===== src/rtl/cpu_mem_pkg.sv =====
// Shared types and constants for the memory access sequencer: FSM states,
// control-bus bit positions and byte-enable lane codes.
package cpu_mem_pkg;

  typedef enum logic [1:0] {
    IDLE  = 2'd0,
    ISSUE = 2'd1,
    WAIT  = 2'd2,
    DONE  = 2'd3
  } state_t;

  localparam int CTRL_ENA = 2;
  localparam int CTRL_RW  = 1;
  localparam int CTRL_WB  = 0;

  localparam logic [1:0] BE_WORD = 2'b11;
  localparam logic [1:0] BE_LO   = 2'b01;
  localparam logic [1:0] BE_HI   = 2'b10;

  // Byte enables for an access: full word, or the lane picked by address bit 0.
  function automatic logic [1:0] lane_be(input logic byte_acc, input logic odd);
    if (!byte_acc) return BE_WORD;
    return odd ? BE_HI : BE_LO;
  endfunction

endpackage


===== src/rtl/mem_lane_align.sv =====
// Combinational byte-lane steering: byte enables and replicated write data for
// an outgoing command, and zero-extended lane extraction for returning read data.
module mem_lane_align
  import cpu_mem_pkg::*;
#(
  parameter int DATA_W = 16
) (
  input  logic              byte_acc,
  input  logic              odd,
  input  logic [DATA_W-1:0] wdata_in,
  output logic [1:0]        be,
  output logic [DATA_W-1:0] wdata_lane,
  input  logic [1:0]        rd_be,
  input  logic [DATA_W-1:0] rdata,
  output logic [DATA_W-1:0] rdata_ext
);

  assign be         = lane_be(byte_acc, odd);
  assign wdata_lane = byte_acc ? {(DATA_W/8){wdata_in[7:0]}} : wdata_in;

  // The registered byte enables of the access in flight select the read lane.
  always_comb begin
    // NOTE: default assignment first so no path leaves rdata_ext unassigned (no latch).
    rdata_ext = '0;
    case (rd_be)
      BE_LO:   rdata_ext[7:0] = rdata[7:0];
      BE_HI:   rdata_ext[7:0] = rdata[DATA_W-1 -: 8];
      default: rdata_ext      = rdata;
    endcase
  end

endmodule


===== src/rtl/mem_access_unit.sv =====
// Memory access sequencer: one read/write per ctrl strobe over a req/ack memory
// port with timeout. Define MEM_ALIGN_CHECK_EN to fault misaligned word accesses.
module mem_access_unit
  import cpu_mem_pkg::*;
#(
  parameter int ADDR_W  = 16,
  parameter int DATA_W  = 16,
  parameter int TIMEOUT = 15
) (
  input  logic              clock,
  input  logic              reset_n,
  input  logic [2:0]        ctrl,
  input  logic [ADDR_W-1:0] mar,
  input  logic [DATA_W-1:0] mdr_in,
  output logic [DATA_W-1:0] mdr_out,
  output logic              busy,
  output logic              done,
  output logic              fault,
  output logic              mem_req,
  output logic              mem_we,
  output logic [ADDR_W-1:0] mem_addr,
  output logic [1:0]        mem_be,
  output logic [DATA_W-1:0] mem_wdata,
  input  logic [DATA_W-1:0] mem_rdata,
  input  logic              mem_ack
);

  localparam int               CNT_W   = $clog2(TIMEOUT + 1);
  localparam logic [CNT_W-1:0] CNT_MAX = CNT_W'(TIMEOUT);

  state_t            state;
  logic [CNT_W-1:0]  wait_cnt;
  logic [1:0]        req_be;
  logic [DATA_W-1:0] req_wdata;
  logic [DATA_W-1:0] rd_ext;

  mem_lane_align #(.DATA_W(DATA_W)) u_lane_align (
    .byte_acc   (ctrl[CTRL_WB]),
    .odd        (mar[0]),
    .wdata_in   (mdr_in),
    .be         (req_be),
    .wdata_lane (req_wdata),
    .rd_be      (mem_be),
    .rdata      (mem_rdata),
    .rdata_ext  (rd_ext)
  );

`ifdef MEM_ALIGN_CHECK_EN
  logic misaligned;
  assign misaligned = ~ctrl[CTRL_WB] & mar[0];
`endif

  // The memory-side registers double as the latched command for the whole access.
  always_ff @(posedge clock or negedge reset_n) begin
    if (!reset_n) begin
      state     <= IDLE;
      wait_cnt  <= '0;
      mdr_out   <= '0;
      busy      <= 1'b0;
      done      <= 1'b0;
      fault     <= 1'b0;
      mem_req   <= 1'b0;
      mem_we    <= 1'b0;
      mem_addr  <= '0;
      mem_be    <= '0;
      mem_wdata <= '0;
    end else begin
      // NOTE: non-blocking assignments for all state so every register updates from pre-edge values.
      done  <= 1'b0;
      fault <= 1'b0;
      case (state)
        IDLE: begin
          if (ctrl[CTRL_ENA]) begin
            busy      <= 1'b1;
            wait_cnt  <= '0;
            mem_we    <= ctrl[CTRL_RW];
            mem_addr  <= {mar[ADDR_W-1:1], 1'b0};
            mem_be    <= req_be;
            mem_wdata <= req_wdata;
`ifdef MEM_ALIGN_CHECK_EN
            if (misaligned) begin
              state <= DONE;
            end else begin
              mem_req <= 1'b1;
              state   <= ISSUE;
            end
`else
            mem_req <= 1'b1;
            state   <= ISSUE;
`endif
          end
        end

        ISSUE: begin
          wait_cnt <= wait_cnt + 1'b1;
          state    <= WAIT;
        end

        WAIT: begin
          if (mem_ack) begin
            mem_req <= 1'b0;
            done    <= 1'b1;
            busy    <= 1'b0;
            state   <= DONE;
            if (!mem_we) mdr_out <= rd_ext;
          end else if (wait_cnt == CNT_MAX) begin
            mem_req <= 1'b0;
            done    <= 1'b1;
            fault   <= 1'b1;
            busy    <= 1'b0;
            state   <= DONE;
          end else begin
            wait_cnt <= wait_cnt + 1'b1;
          end
        end

        DONE: begin
          wait_cnt <= '0;
`ifdef MEM_ALIGN_CHECK_EN
          // A rejected misaligned access arrives here still busy and owes its pulse.
          if (busy) begin
            done  <= 1'b1;
            fault <= 1'b1;
            busy  <= 1'b0;
          end else begin
            state <= IDLE;
          end
`else
          state <= IDLE;
`endif
        end
      endcase
    end
  end

endmodule


===== config.mk =====
export PLATFORM = sky130hd
export DESIGN_NAME = mem_access_unit
export DESIGN_NICKNAME = d
export VERILOG_FILES = /design/src/rtl/cpu_mem_pkg.sv /design/src/rtl/mem_lane_align.sv /design/src/rtl/mem_access_unit.sv
export SDC_FILE = /design/constraint.sdc
export NUM_CORES = 1
export LEC_CHECK = 0
export ABC_AREA = 1
export CORE_AREA = 2 2 59 116
export DETAILED_ROUTE_END_ITERATION = 8
export DIE_AREA = 0 0 61 118
export PLACE_DENSITY = 0.78
export SKIP_LAST_GASP = 1
export SLEW_MARGIN = 30
export SYNTH_ARGS = -nofsm -noshare
export SYNTH_HDL_FRONTEND = slang
export SYNTH_SLANG_ARGS = --single-unit

===== constraint.sdc =====
create_clock -name clock -period 2 [get_ports clock]
set_clock_uncertainty 0.05 [all_clocks]
set_input_delay 0.4 -clock clock [delete_from_list [all_inputs] [get_ports clock]]
set_output_delay 0.4 -clock clock [all_outputs]
set_load 0.02 [all_outputs]

# Word-level counts from Yosys, hierarchy flattened
# Index checks and enable logic that the tools add are counted.
# totals
input_bits	54
out_inout_bits	55
reg_bits	59
wordCells	52
# classes
n_eq_ne	10
addsub	1
n_mux	22
bitwise_logic	1
n_reduce_logical	8
# op_table
operator	n
$mux 16	1
$mux 8	2
$pmux 4 s4	1
$mux 4	3
$mux 2	5
$reduce_and 3->1	3
$mux 1	8
$pmux 2 s4	1
$eq 2x2->1 const B	3
$ne 2x2->1 const B	3
$add 4x1->4 const B	1
$eq 2x1->1 const B	2
$eq 4x4->1 const B	1
$reduce_and 2->1	2
$ne 3x3->1 const B	1
$logic_not 2->1	1
$pmux 1 s2	1
$reduce_bool 2->1	1
$reduce_or 2->1	1
$not 1->1	1

# Logic depth before layout (Yosys ltp)
# logic_depth
ltp_word	4
mapped_depth	8

# By module
# From an unflattened synthesis, not the netlist that was laid out.
# unflattened
cells_unflattened	361
area_unflattened_um2	2820.2
# by_module_without_submodules
module	cells_each	n_inst	area_per_inst_um2	seq_area_each_um2
mem_access_unit	279	1	2452.4	1476.4
mem_lane_align	82	1	367.9	0.0

# Worst setup path after synthesis
# Ideal clock, no wire load.
# synth_path
kind	flip-flop to flip-flop
startpoint	register state[0]
endpoint	register mdr_out[13]
slack_ps	592
n_path_buf	1
setup_time_ps	126
arrival_ps	1232
path_stages_with_launch	7
cell_sequence	dfrtp_1 -> inv_1 -> ha_1 -> inv_1 -> nor3_4 -> buf_4 -> o21ai_0
# synth_via
elab_chain_cells	2
# synth_rtl
element	line_no	source
start, declared	mem_access_unit.sv:31	state_t state;
start signal, assigned	mem_access_unit.sv:56	state <= IDLE;
start signal, assigned	mem_access_unit.sv:89	state <= ISSUE;
start signal, assigned	mem_access_unit.sv:96	state <= WAIT;
$eq 2x2->1	mem_access_unit.sv:71	case (state)
$reduce_and 3->1 (no source line)	n/a	
end signal, assigned	mem_access_unit.sv:105	if (!mem_we) mdr_out <= rd_ext;
end, declared	mem_access_unit.sv:15	output logic [DATA_W-1:0] mdr_out,
# No other way between the ends.
# A chain may end at the register's enable or synchronous reset.

# Final worst setup path
# layout_path
startpoint	register mem_we
endpoint	output mem_we
# layout_lines
element	line_no	source
start, declared	mem_access_unit.sv:20	output logic mem_we,
start signal, assigned	mem_access_unit.sv:76	mem_we <= ctrl[CTRL_RW];
# No word-level cell between the ends.

==> summary.txt <==
Yosys
  – Flops & latches, synth: slightly below 60
  – Yosys cell types: 23
  – Compound-gate portion of the synthesized area: 0.0983
  – Combinational family with the most area after synthesis: simple AND/OR/NAND/NOR gates
  – Mux contribution to synthesized area: 0
  – Net Count, Synth: 365
  – Register area share after synthesis: 0.566
  – Ys Warns: 0
  – Post-Synthesis Cells: 306
  – Synth Area in XOR/XNOR: 0.00336
  – Avg Cell Area, Syn: 8.53 sq um
  – Post-Synth Simple-Gate Area: 0.234
  – Post-synthesis cell area: 0.00261 sq mm
  – Adder-cell share of the synthesized area: 0.0240

Die
  – Die height: 118 um
  – Full die area: 0.00720 sq mm
  – Placement row count: 41
  – Die Wd: 61 um
  – Core ar.: 0.00631 sq mm
  – Initial Utilization: 0.413
  – # IOs: ~110

Critical path
  – Worst path max stage delay: 0.63 ns
  – Critical Path End Type: primary output
  – Crit-path slowest cell: clkdlybuf4s50_1
  – WP buf/inv: 1
  – Critical path peak fanout: 3
  – Crit-path leading delay family: buffers and inverters
  – Crit Path Class: flop to primary output
  – Startpoint types: flop
  – CP Cell Sequence: clkdlybuf4s50_1
  – CP arrival: between 1 and 1.5 ns
  – Worst EP required: 1.55 ns

Global route
  – Met3 GRT Util: 0.0560
  – Vias in the first global route: approximately 2,300
  – Grt total ovfl: 0
  – Largest net degree at the start of global routing: 34
  – All-Layer GR Usage: 0.206
  – First-pass GRT wire length: ~11,000 um
  – Busiest grt layer: met2
  – Met1 usage: 0.222
  – Antenna violations before repair: 0
  – Met2 Usage GRT: 0.351

Finish
  – Antenna Cells: 0
  – Layout cells sized above 1: 0.0736
  – Post-layout util: 0.645
  – Fill cell count: 535
  – Area growth syn-to-layout: 56.1%
  – Seq. cell area: 0.00148 sq mm
  – Fin area: 0.00407 sq mm
  – Nets: 475
  – Area of the multi-input gates: 941 sq um
  – Layout Cells excl Fill: between 500 and 600

Power and ir drop
  – Comb power frac: 0.465
  – Peak supply drop: 826 uV
  – Clock power share: 0.221
  – Int Pwr: approximately 4 mW
  – Pwr per Cell Area: approximately 1600 mW/mm^2
  – Sw Ratio: 0.377
  – Leakage power: around 1.9 nW
  – Sequential Power Share: 0.313
  – Sw Pwr: between 2 and 2.5 mW

Clock tree
  – Post-CTS Resized: 0
  – H-tree Lvls: 3
  – Clock Pin Slew Worst Setup and Hold Paths: 0.05 ns
  – CTS tree: built
  – Clk root buf: clkbuf_16
  – # hold bufs at CTS: 0
  – Setup bufs post-CTS: 0
  – Max clock buf depth: 2
  – CTS Buf Count: 9
  – CTS sink cnt: 59
  – Clk Latency, worst-skew pair: 0.32 ns

STA
  – Max_slew headroom: 0.563
  – Min cycle time layout: 1.82 ns
  – Setup WS post-layout: between 0.15 and 0.2 ns
  – Fraction of the cycle the final worst path needs: 0.911
  – Worst-Margin Slew: 0.655 ns
  – TNS Setup: 0 ns
  – Final Max Slew Viols: 0
  – # setup viols final: 0
  – Final hold violations: 0
  – Fmax: 0.549 GHz
  – RSZ-0062 raised after global routing: false

Place
  – HPWL after DPL: 5230 um
  – # port buffers: 107
  – Placed Instances: 491
  – DP Area: 0.00378 sq mm
  – Final GP Congestion: 0.794
  – DP Worst Slack: 0.244 ns

Detailed routing
  – Detail Route Antenna Nets: 0
  – Final WL: 6880 um
  – Initial DRC Count: 90
  – Drt first pass iters: 4
  – Post-DR wirelength/cell: around 14 um
  – Drc violations: 0
  – Via count: ~2,400
  – Vias per cell: 4.66

Flow run
  – MaxCap Viol Count: 0

Outcome
  – Status: complete, no violations

Min path
  – Hold WC Path Type: input port to async pin
[registers in the layout, indices dropped and copies added, names as in the netlist]
register / flops
mem_req: 1
mem_wdata: 16
mem_we: 1
mdr_out: 16
state: 2
mem_be: 2
done: 1
wait_cnt: 4
fault: 1
mem_addr: 15
[logic make-up (layout without fill, tap and decap cells)]
kind of cell / after synthesis / count (layout)
compound gates: 46 / 46
xor+xnor: 1 / 1
fa+ha+maj: 5 / 5
buf+inv: 42 / 157
flops: 59 / 59
other cells: 1 / 1
simple gates: 152 / 152
[stage by stage]
stage | power [mW] | hold slack [ns]
2_1_floorplan | 3.69 | 0.0544
3_3_place_gp | 5.06 | 0.413
3_5_place_dp | 5.13 | 0.414
4_1_cts | 6.62 | 0.0742
5_1_grt | 6.98 | 0.108
6_report | 6.54 | 0.0513
[area by class of cell]
class | count | share of cell area
Timing Repair Buffer | 113 | 0.282
Multi-Input combinational cell | 205 | 0.231
Tap cell | 86 | 0.0264
Inverter | 28 | 0.0258
Sequential cell | 59 | 0.363
Clock inverter | 1 | 0.00123
Clock buffer | 15 | 0.0707
[power groups by stage]
stage               clock, mW  sequential (mW)  combinational, mW
global route             1.54             2.12               3.32
global placement            0             2.04               3.02
floorplan                   0             2.61               1.08
CTS                      1.48             2.05               3.09
detailed placement          0             2.05               3.08
finish                   1.45             2.05               3.05
[layer usage]
layer	vias to the layer above	share of wire	routed length (um)
li1	1172	-	-
met5	-	0	0
met4	0	0.030	203
met1	1093	0.36	2470
met3	14	0.053	367
met2	83	0.56	3840
[worst paths after layout]
path                       depth (start not counted)                     from  slack [ns]                  endpoint
setup reg to reg                                   7     state[0]$_DFFE_PN0P_        0.48     mem_be[0]$_DFFE_PN0P_
setup / recovery                                   1       mem_we$_DFFE_PN0P_        0.18                    mem_we
min in group clock                                 2  mem_addr[5]$_DFFE_PN0P_        0.43   mem_addr[5]$_DFFE_PN0P_
hold / removal                                     1                  reset_n        0.05   mdr_out[10]$_DFFE_PN0P_
max in group asynchronous                          2                  reset_n        1.23  mem_addr[11]$_DFFE_PN0P_
hold reg to reg                                    2  mem_addr[5]$_DFFE_PN0P_        0.43   mem_addr[5]$_DFFE_PN0P_
[synth_stat cells (all sizes together)]
library cell	number	share of area
dfrtp	59	0.57
nor2	25	0.036
conb	1	0.0014
a31oi	1	0.0024
nor3	1	0.0062
o21ai	20	0.038
inv	27	0.039
xnor2	1	0.0034
a21oi	24	0.055
nand3	13	0.027
nand4	1	0.0024
a21boi	1	0.0029
nand2	112	0.16
buf	11	0.029
ha	5	0.024
clkinv	1	0.0014
clkbuf	3	0.0043
[layout by cell type, fill, tap and decap left out, types with 2 or more instances in the layout]
cell type        instances
a21oi_1                 18
a21oi_2                  6
buf_12                   3
buf_4                    3
clkbuf_1                 2
clkbuf_16                9
clkbuf_8                 4
clkdlybuf4s50_1        106
dfrtp_1                 59
ha_1                     5
inv_1                   26
nand2_1                111
nand3_1                 12
nor2_1                  25
o21ai_0                 20
Power figures use the tool's default switching activity.
==> RTL edit: new RTL, same settings <==
Re-encode `state_t` (4 states) as Gray code, 2 bits wide.
--- a/src/rtl/cpu_mem_pkg.sv
+++ b/src/rtl/cpu_mem_pkg.sv
@@ -3,10 +3,10 @@
 package cpu_mem_pkg;
 
   typedef enum logic [1:0] {
-    IDLE  = 2'd0,
-    ISSUE = 2'd1,
-    WAIT  = 2'd2,
-    DONE  = 2'd3
+    IDLE  = 2'b00,
+    ISSUE = 2'b01,
+    WAIT  = 2'b11,
+    DONE  = 2'b10
   } state_t;
 
   localparam int CTRL_ENA = 2;
Behaviour: no difference found for any inputs over 10 cycles, from zero or initial values and one cycle with reset_n low; not proved beyond that.
==> RTL edit against the unedited design <==
Sequential cell count did not move. Synthesized cell count fell by 2.9%. Via count fell by 3.0%. Area after synthesis down 1.9%. Largest power group unchanged. Critical path type unchanged. Power fell by 4.7%. Design area fell by 2.3%. Combinational power fell by 6.9%. Worst hold slack worse by 31 ps. Global-route usage is 0.33 points lower. Worst setup slack lost 19 ps. Sequential share of layout area increased by 0.86 points. Wire length decreased by 4.6%.
==> RTL edit: results (changes against the unedited design) <==
| Metric | Value |
|---|---|
| Met2 Wirelength | 3581 µm (was 3838 µm) |
| Final WL | 6557 µm (was 6876 µm) |
| NumNets Final | 461 (was 475) |
| Multi-input logic area | 859.6 µm² (was 940.9 µm²) |
| HPWL after DPL | 4917 µm (was 5226 µm) |
| Slew at the pin closest to its max-slew limit | 578.6 ps (was 655.1 ps) |
| Total track usage | 20.25% (was 20.58%) |
| 1st-pass router iterations | 5 (was 4) |
| DP Worst Slack | 320.1 ps (was 243.8 ps) |
| Post-synth net total | 353 (was 365) |
| Status | completed (unchanged) |
| Multi-In Gates | 189 (was 205) |
| Layout cell share with drive strength beyond 1 | 7.335% (was 7.363%) |
| Number of global-route vias before repair | 2341 (was 2280) |
| # fillers | 524 (was 535) |
| Pleak | 1.884 nW (was 1.914 nW) |
| Non-clock inverter count | 33 (was 28) |
| GP Congestion | 0.7876 (was 0.7942) |
| Cell count after placement | 480 (was 491) |
| Distinct cell type count after synthesis | 23 (unchanged) |
| # clk buffers | 12 (was 15) |
| Finished Core Util | 63.04% (was 64.53%) |
| First-pass GRT wire length | 10770 µm (was 10940 µm) |
| R2R Path End | wait_cnt[3]$_DFFE_PN0P_ (was mem_be[0]$_DFFE_PN0P_) |
| Max IR drop VDD | 832.1 µV (was 825.6 µV) |
| Clock Path Buffers | 2 (unchanged) |
| Register area | 1476 µm² (unchanged) |
| Post-synthesis sequential area ratio | 57.67% (was 56.59%) |
| Cell Area, Placed | 3716 µm² (was 3779 µm²) |
| Top cells by count, synth | nand2_1 (104), dfrtp_1 (59), o21ai_0 (39), inv_1 (32), nor2_1 (16) (was nand2_1 (111), dfrtp_1 (59), inv_1 (26), nor2_1 (25), o21ai_0 (20)) |
| Signal buffers | 113 (unchanged) |
| Largest net degree at the start of global routing | 37 (was 34) |
| Cts bufs inserted | 9 (unchanged) |
| Detailed Route Iter0 Violations | 104 (was 90) |
| R2R Setup Slk | 530 ps (was 480 ps) |
| Hold_ws | 20.64 ps (was 51.34 ps) |
| Max stage delay on crit path | 640 ps |
| Avg Inst Size Synth | 8.619 µm² (was 8.525 µm²) |
| Non-clock buffer share | 28.88% (was 28.21%) |
| Net Switching | 2.363 mW (was 2.468 mW) |
| Initial antenna violation count | 0 (unchanged) |
| Via density | 4.628 (was 4.659) |
| ClkCell Share | 6.574% (was 7.191%) |
| Crit Path Max Fanout | 3 (unchanged) |
| FF-to-FF Start | wait_cnt[0]$_DFFE_PN0P_ (was state[0]$_DFFE_PN0P_) |
| Top Metal Used | met4 (unchanged) |
| Setup WS post-layout | 158.8 ps (was 177.5 ps) |
| DR WL met3 | 286 µm (was 367 µm) |
| Crit path DAT | 1390 ps (was 1370 ps) |
| Hold WC Path Type | in -> async (unchanged) |
| Average wire per standard cell | 13.25 µm (was 13.56 µm) |
| Post-Route M1 WL | 2446 µm (was 2467 µm) |
| Synth top area cells | dfrtp_1 (58%), nand2_1 (15%), o21ai_0 (7.6%) (was dfrtp_1 (57%), nand2_1 (16%), o21ai_0 (3.8%)) |
==> RTL edit: cell types whose count changed in the layout (fill, tap and decap cells not counted), sizes merged, moves of 3 or more <==
| cell | change |
|---|---|
| inv | +6 |
| a21oi | -15 |
| ha | -3 |
| o21ai | +19 |
| clkbuf | -3 |
| nor2 | -9 |
| nand2 | -7 |
==> RTL edit: routing by layer <==
metal,global-route usage (%),up-vias
li1,-,1137
met1,22.03,1052
met2,33.60,85
met3,4.396,17
met4,12.77,0
met5,0,-
==> RTL edit: kinds of logic after synthesis <==
kind of cell    synth area share, %
simple gates                  21.31
flops                         57.67
compound gates                10.80
buf+inv                       8.749
fa+ha+maj                    0.9774
xor+xnor                     0.3422
other cells                  0.1465
==> RTL edit: power groups by stage <==
stage               logic, mW  clock network [mW]  registers, mW
CTS                      2.88                1.38           2.06
detailed placement       2.87                   0           2.06
finish                   2.84                1.34           2.06
global route             3.09                1.44           2.12
floorplan               0.960                   0           2.61
global placement         2.78                   0           2.05
